File: src/rtl/serial_sub16.sv
// serial_sub16: nibble-serial 16-bit A - B over four cycles with signed-overflow and zero flags.
// Optional build macro SERIAL_SUB16_SATURATE_EN clamps Diff to 0x7FFF/0x8000 on overflow.
module serial_sub16 (
   input  logic        clk,
   input  logic        rst,
   input  logic        start,
   input  logic [15:0] A,
   input  logic [15:0] B,
   output logic        busy,
   output logic        done,
   output logic [15:0] Diff,
   output logic        Error,
   output logic        Zero
);
   typedef enum logic [1:0] {IDLE, RUN, DONE} state_t;
   state_t      state_q, state_d;
   logic [1:0]  idx_q, idx_d;
   logic        c_q, c_d;
   logic [15:0] ar_q, ar_d, br_q, br_d, p_q, p_d, diff_q, diff_d;
   logic        err_q, err_d, zero_q, zero_d;
   logic [4:0]  sum;
   logic [15:0] p_n, res;
   logic        ovf;
   // state, operand, borrow-chain and result registers
   always_ff @(posedge clk or posedge rst) begin
      if (rst) begin
         state_q <= IDLE;
         idx_q   <= 2'd0;
         c_q     <= 1'b0;
         ar_q    <= 16'h0000;
         br_q    <= 16'h0000;
         p_q     <= 16'h0000;
         diff_q  <= 16'h0000;
         err_q   <= 1'b0;
         zero_q  <= 1'b1;
      end else begin
         state_q <= state_d;
         idx_q   <= idx_d;
         c_q     <= c_d;
         ar_q    <= ar_d;
         br_q    <= br_d;
         p_q     <= p_d;
         diff_q  <= diff_d;
         err_q   <= err_d;
         zero_q  <= zero_d;
      end
   end
   // one nibble of A + ~B + c per RUN cycle; results published only on the last nibble
   always_comb begin
      sum = {1'b0, ar_q[{idx_q, 2'b00} +: 4]} + {1'b0, ~br_q[{idx_q, 2'b00} +: 4]} + {4'd0, c_q};
      p_n = p_q;
      p_n[{idx_q, 2'b00} +: 4] = sum[3:0];
      ovf = (ar_q[15] ^ br_q[15]) & (p_n[15] ^ ar_q[15]);
`ifdef SERIAL_SUB16_SATURATE_EN
      res = ovf ? (ar_q[15] ? 16'h8000 : 16'h7fff) : p_n;
`else
      res = p_n;
`endif
      state_d = state_q;
      idx_d   = idx_q;
      c_d     = c_q;
      ar_d    = ar_q;
      br_d    = br_q;
      p_d     = p_q;
      diff_d  = diff_q;
      err_d   = err_q;
      zero_d  = zero_q;
      if (state_q == RUN) begin
         p_d   = p_n;
         c_d   = sum[4];
         idx_d = idx_q + 2'd1;
         if (idx_q == 2'd3) begin
            state_d = DONE;
            diff_d  = res;
            err_d   = ovf;
            zero_d  = (res == 16'h0000);
         end
      end else if (start) begin
         state_d = RUN;
         ar_d    = A;
         br_d    = B;
         idx_d   = 2'd0;
         c_d     = 1'b1;
         p_d     = 16'h0000;
      end else begin
         state_d = IDLE;
      end
   end
   assign busy  = (state_q == RUN);
   assign done  = (state_q == DONE);
   assign Diff  = diff_q;
   assign Error = err_q;
   assign Zero  = zero_q;
endmodule

File: config.mk
export PLATFORM = sky130hd
export DESIGN_NAME = serial_sub16
export DESIGN_NICKNAME = d
export VERILOG_FILES = /design/src/rtl/serial_sub16.sv
export SDC_FILE = /design/constraint.sdc
export NUM_CORES = 1
export LEC_CHECK = 0
export ABC_AREA = 1
export BUFFER_PORTS_ARGS = -buffer_cell sky130_fd_sc_hd__buf_2
export CORE_ASPECT_RATIO = 1.1
export CORE_MARGIN = 8
export CORE_UTILIZATION = 34
export CTS_CLUSTER_SIZE = 16
export DETAILED_ROUTE_END_ITERATION = 12
export GPL_ROUTABILITY_DRIVEN = 0
export SLEW_MARGIN = 20
export SYNTH_ARGS = -nofsm -noshare
export SYNTH_HDL_FRONTEND = slang
export SYNTH_SLANG_ARGS = --single-unit
File: constraint.sdc
create_clock -name clk -period 2.8 [get_ports clk]
set_clock_uncertainty 0.05 [all_clocks]
set_input_delay 0.28 -clock clk [delete_from_list [all_inputs] [get_ports clk]]
set_output_delay 0.28 -clock clk [all_outputs]
set_load 0.03 [all_outputs]
==> out/qor.txt <==
Post-Syn Nets: 423
Vias per cell: 4.743
Final net count: 486
Run status: completed
Buffers on Ports: 54
Max Cap Viol: 0
Height of the die: 121.8 um
I/O pin count: 55
Launching point of the worst reg2reg path: idx_q[1]$_DFFE_PP0P_
Syn_area_per_cell: 9.183 um2
Routed Antenna Nets: 0
Cells after Synth: 377
Vias: 2680
Sequential Area: 1779 um2
PwrDens: 1374 nW/um2
Worst-Margin Slew: 455.4 ps
Fin cells: 565
Die X: 112.2 um
TritonCTS sink count: 71
H-tree Lvls: 3
Placed Cells: 546
Startpoint class of the critical path: register
Worst path cell trace: inv_2 -> o21ai_0 -> o22ai_1 -> fa_1 -> inv_2 -> fa_1 -> inv_1 -> nor2_1 -> nand2_1 -> nand2_1 -> nor2_1 -> nand2_1 -> nor2_1 -> nand2_1 -> nor2_1 -> nand3_1 -> nand2_1
P_leak: 2.039 nW
Maximum clock insertion buffer count: 2
Crit share post-route: 0.9089
GRT overflow: 0
CTS root buffer: clkbuf_8
Bufs and invs on worst path: 3
Core area: 9889 um2
Yosys warnings: 0
TritonCTS Buffers: 9
Drt pass-1 iters: 4
Synth area leaders: dfrtp_1, mux2_2, nand2_1
Critical Path RT: 3040 ps
Synth cell types: 29
Largest net degree at the start of global routing: 37
Setup TNS: 0 ps
Min Tclk post-route: 2545 ps
CP startpoint: idx_q[1]$_DFFE_PP0P_
Per-cell routed wire length: 13.61 um
Most frequent cell on the critical path: nand2_1
Hold Path Class: in2reg
CP max FO: 10
Top-area cell type share of the netlist area: 0.5060
Setup ws final: 255.1 ps
Clk_lat worst skew: 350 ps
Critical path class: reg2reg
Max-slew violation count: 0
Synthesis-stage register bit count: 71
WP data arrival: 2790 ps
Initial antenna violation count: 0
Initial drt markers: 94
Crit path to: Zero$_DFFE_PP1P_
R2R setup slack: 260 ps
Post-route DRC: 0
Reg-to-Reg End: Zero$_DFFE_PP1P_
Pre-CTS setup slack: 116.7 ps
Area grow syn2layout: 19.73%
Register area share after synthesis: 0.5136
Routed WL: 7692 um
GRT Overall Usage: 0.1218
Worst setup EP type: register
Area of the multi-input gates: 1454 um2
Largest stage delay on the critical path: 450 ps
Row count: 38
CP top delay family: adder cells
Initial core utilization: 0.3501
Final Hold Fails: 0
CP Depth: 17
Cells on worst reg2reg path: 17
Cell Area, Synth: 3462 um2
Clock slew at reported path FFs: 80 ps
Relative slew slack: 0.6964
RSZ-0062 raised after global routing: false
Max Clock Freq: 0.3929 GHz
Yosys top cell by area: dfrtp_1
Slowest CP cell: fa_1
First-pass GRT wire length: 13510 um
Layout cells sized above 1: 0.2921
Endpoints failing setup: 0
Diode count: 0
CTS tree: done
DP Wirelength: 5766 um
Max VDD drop: 0.5080 mV
Die Footprint: 13670 um2
Fill count: 1004
Vias in the first global route: 2846
[worst min-delay path by stage]
stage,slack [ps],depth (start not counted),end,startpoint
finish,110,2,br_q[10]$_DFFE_PP0P_,B[10]
global route,90,2,br_q[10]$_DFFE_PP0P_,B[10]
CTS,90,2,br_q[10]$_DFFE_PP0P_,B[10]
detailed placement,360,3,ar_q[7]$_DFFE_PP0P_,rst
global placement,360,3,state_q[1]$_DFFE_PP0P_,rst
floorplan,380,1,ar_q[10]$_DFFE_PP0P_,A[10]
[cells by family after synthesis]
logic type                 after synthesis  share of synthesized area
adders and majority gates               11                    0.04409
DFF                                     71                     0.5136
AOI/OAI and AO/OA                       65                     0.1016
buffers and inverters                   55                    0.06722
and+or+nand+nor                        145                     0.1760
muxes                                   30                    0.09758
[cells in the final DEF (no fill, tap or decap)]
cell	n
ha_1	9
clkbuf_2	1
clkinvlp_4	1
o22ai_1	7
buf_4	10
nand2_2	3
a32o_1	2
fa_1	2
nand3b_1	1
buf_2	54
o32ai_1	1
mux2_2	30
bufinv_16	3
clkbuf_8	10
a21oi_2	1
dfrtp_2	1
dfrtp_1	69
nor2_1	32
inv_1	35
nand2_1	86
dfstp_2	1
nor2_4	1
nand3_1	12
nand4_1	4
nand2_4	1
nor3_2	1
a21oi_1	6
inv_4	1
clkinv_2	2
nor2_2	4
o21ai_1	9
dlygate4sd3_1	1
inv_2	5
o21ai_0	39
[per-stage QoR]
step	hold WS, ps	utilization	power, mW	cell area, um2
6_report	105.6	0.4192	5.695	4145
3_3_place_gp	360.6	0.3917	4.626	3874
4_1_cts	89.92	0.4175	5.694	4129
5_1_grt	89.15	0.4192	6.236	4145
3_5_place_dp	356.2	0.3917	4.680	3874
2_1_floorplan	380.4	-	3.957	3463
[power breakdown]
group          switching (mW)  total (mW)  internal (mW)
sequential              0.274        1.78           1.51
clock                   0.385       0.997          0.613
combinational            1.82        2.92           1.09
total                    2.48        5.69           3.21
[what timing repair did]
action / in CTS / in global routing
endpoints found under the setup margin: 0 / 10
setup buffers: 0 / 2
hold endpoints to repair: 70 / 0
hold buffers: 1 / 0
resized for setup: 0 / 5
[state kept, by name, indices dropped and copies added (netlist names), 2 cells and up]
signal	cells
Diff	16
ar_q	16
br_q	16
p_q	16
idx_q	2
state_q	2
[area by class of cell]
| class | instances | share of cell area |
|---|---|---|
| Multi-Input combinational cell | 251 | 0.3507 |
| Clock buffer | 10 | 0.03320 |
| Sequential cell | 71 | 0.4292 |
| Tap cell | 120 | 0.03622 |
| Clock inverter | 6 | 0.02596 |
| Timing Repair Buffer | 66 | 0.08693 |
| Inverter | 41 | 0.03773 |
[metal layers]
layer	part of all wire	up-vias	GRT usage	wire length [um]
met2	0.46	46	0.1985	3546
met5	0	-	0	0
met1	0.48	1266	0.1474	3657
met3	0.047	10	0.04307	358
li1	-	1358	-	-
met4	0.017	0	0.04219	129
[Yosys cell counts (all sizes together)]
| library cell | n |
|---|---|
| clkbuf | 6 |
| a32o | 2 |
| dfrtp | 70 |
| a21oi | 7 |
| nand3b | 1 |
| mux2 | 30 |
| fa | 2 |
| nand2 | 90 |
| buf | 8 |
| o32ai | 1 |
| nand4 | 4 |
| nor2 | 37 |
| dfstp | 1 |
| ha | 9 |
| nor3 | 1 |
| inv | 41 |
| o21ai | 48 |
| o22ai | 7 |
| nand3 | 12 |
[worst reg2reg max path, delay by kind of cell, from the launching register on]
kind | cells | cell delay, ps
compound gates | 2 | 200
fa+ha+maj | 2 | 840
buf+inv | 3 | 280
flops | 1 | 440
simple gates | 10 | 690
Note: power is estimated with default switching activity, not from simulation.
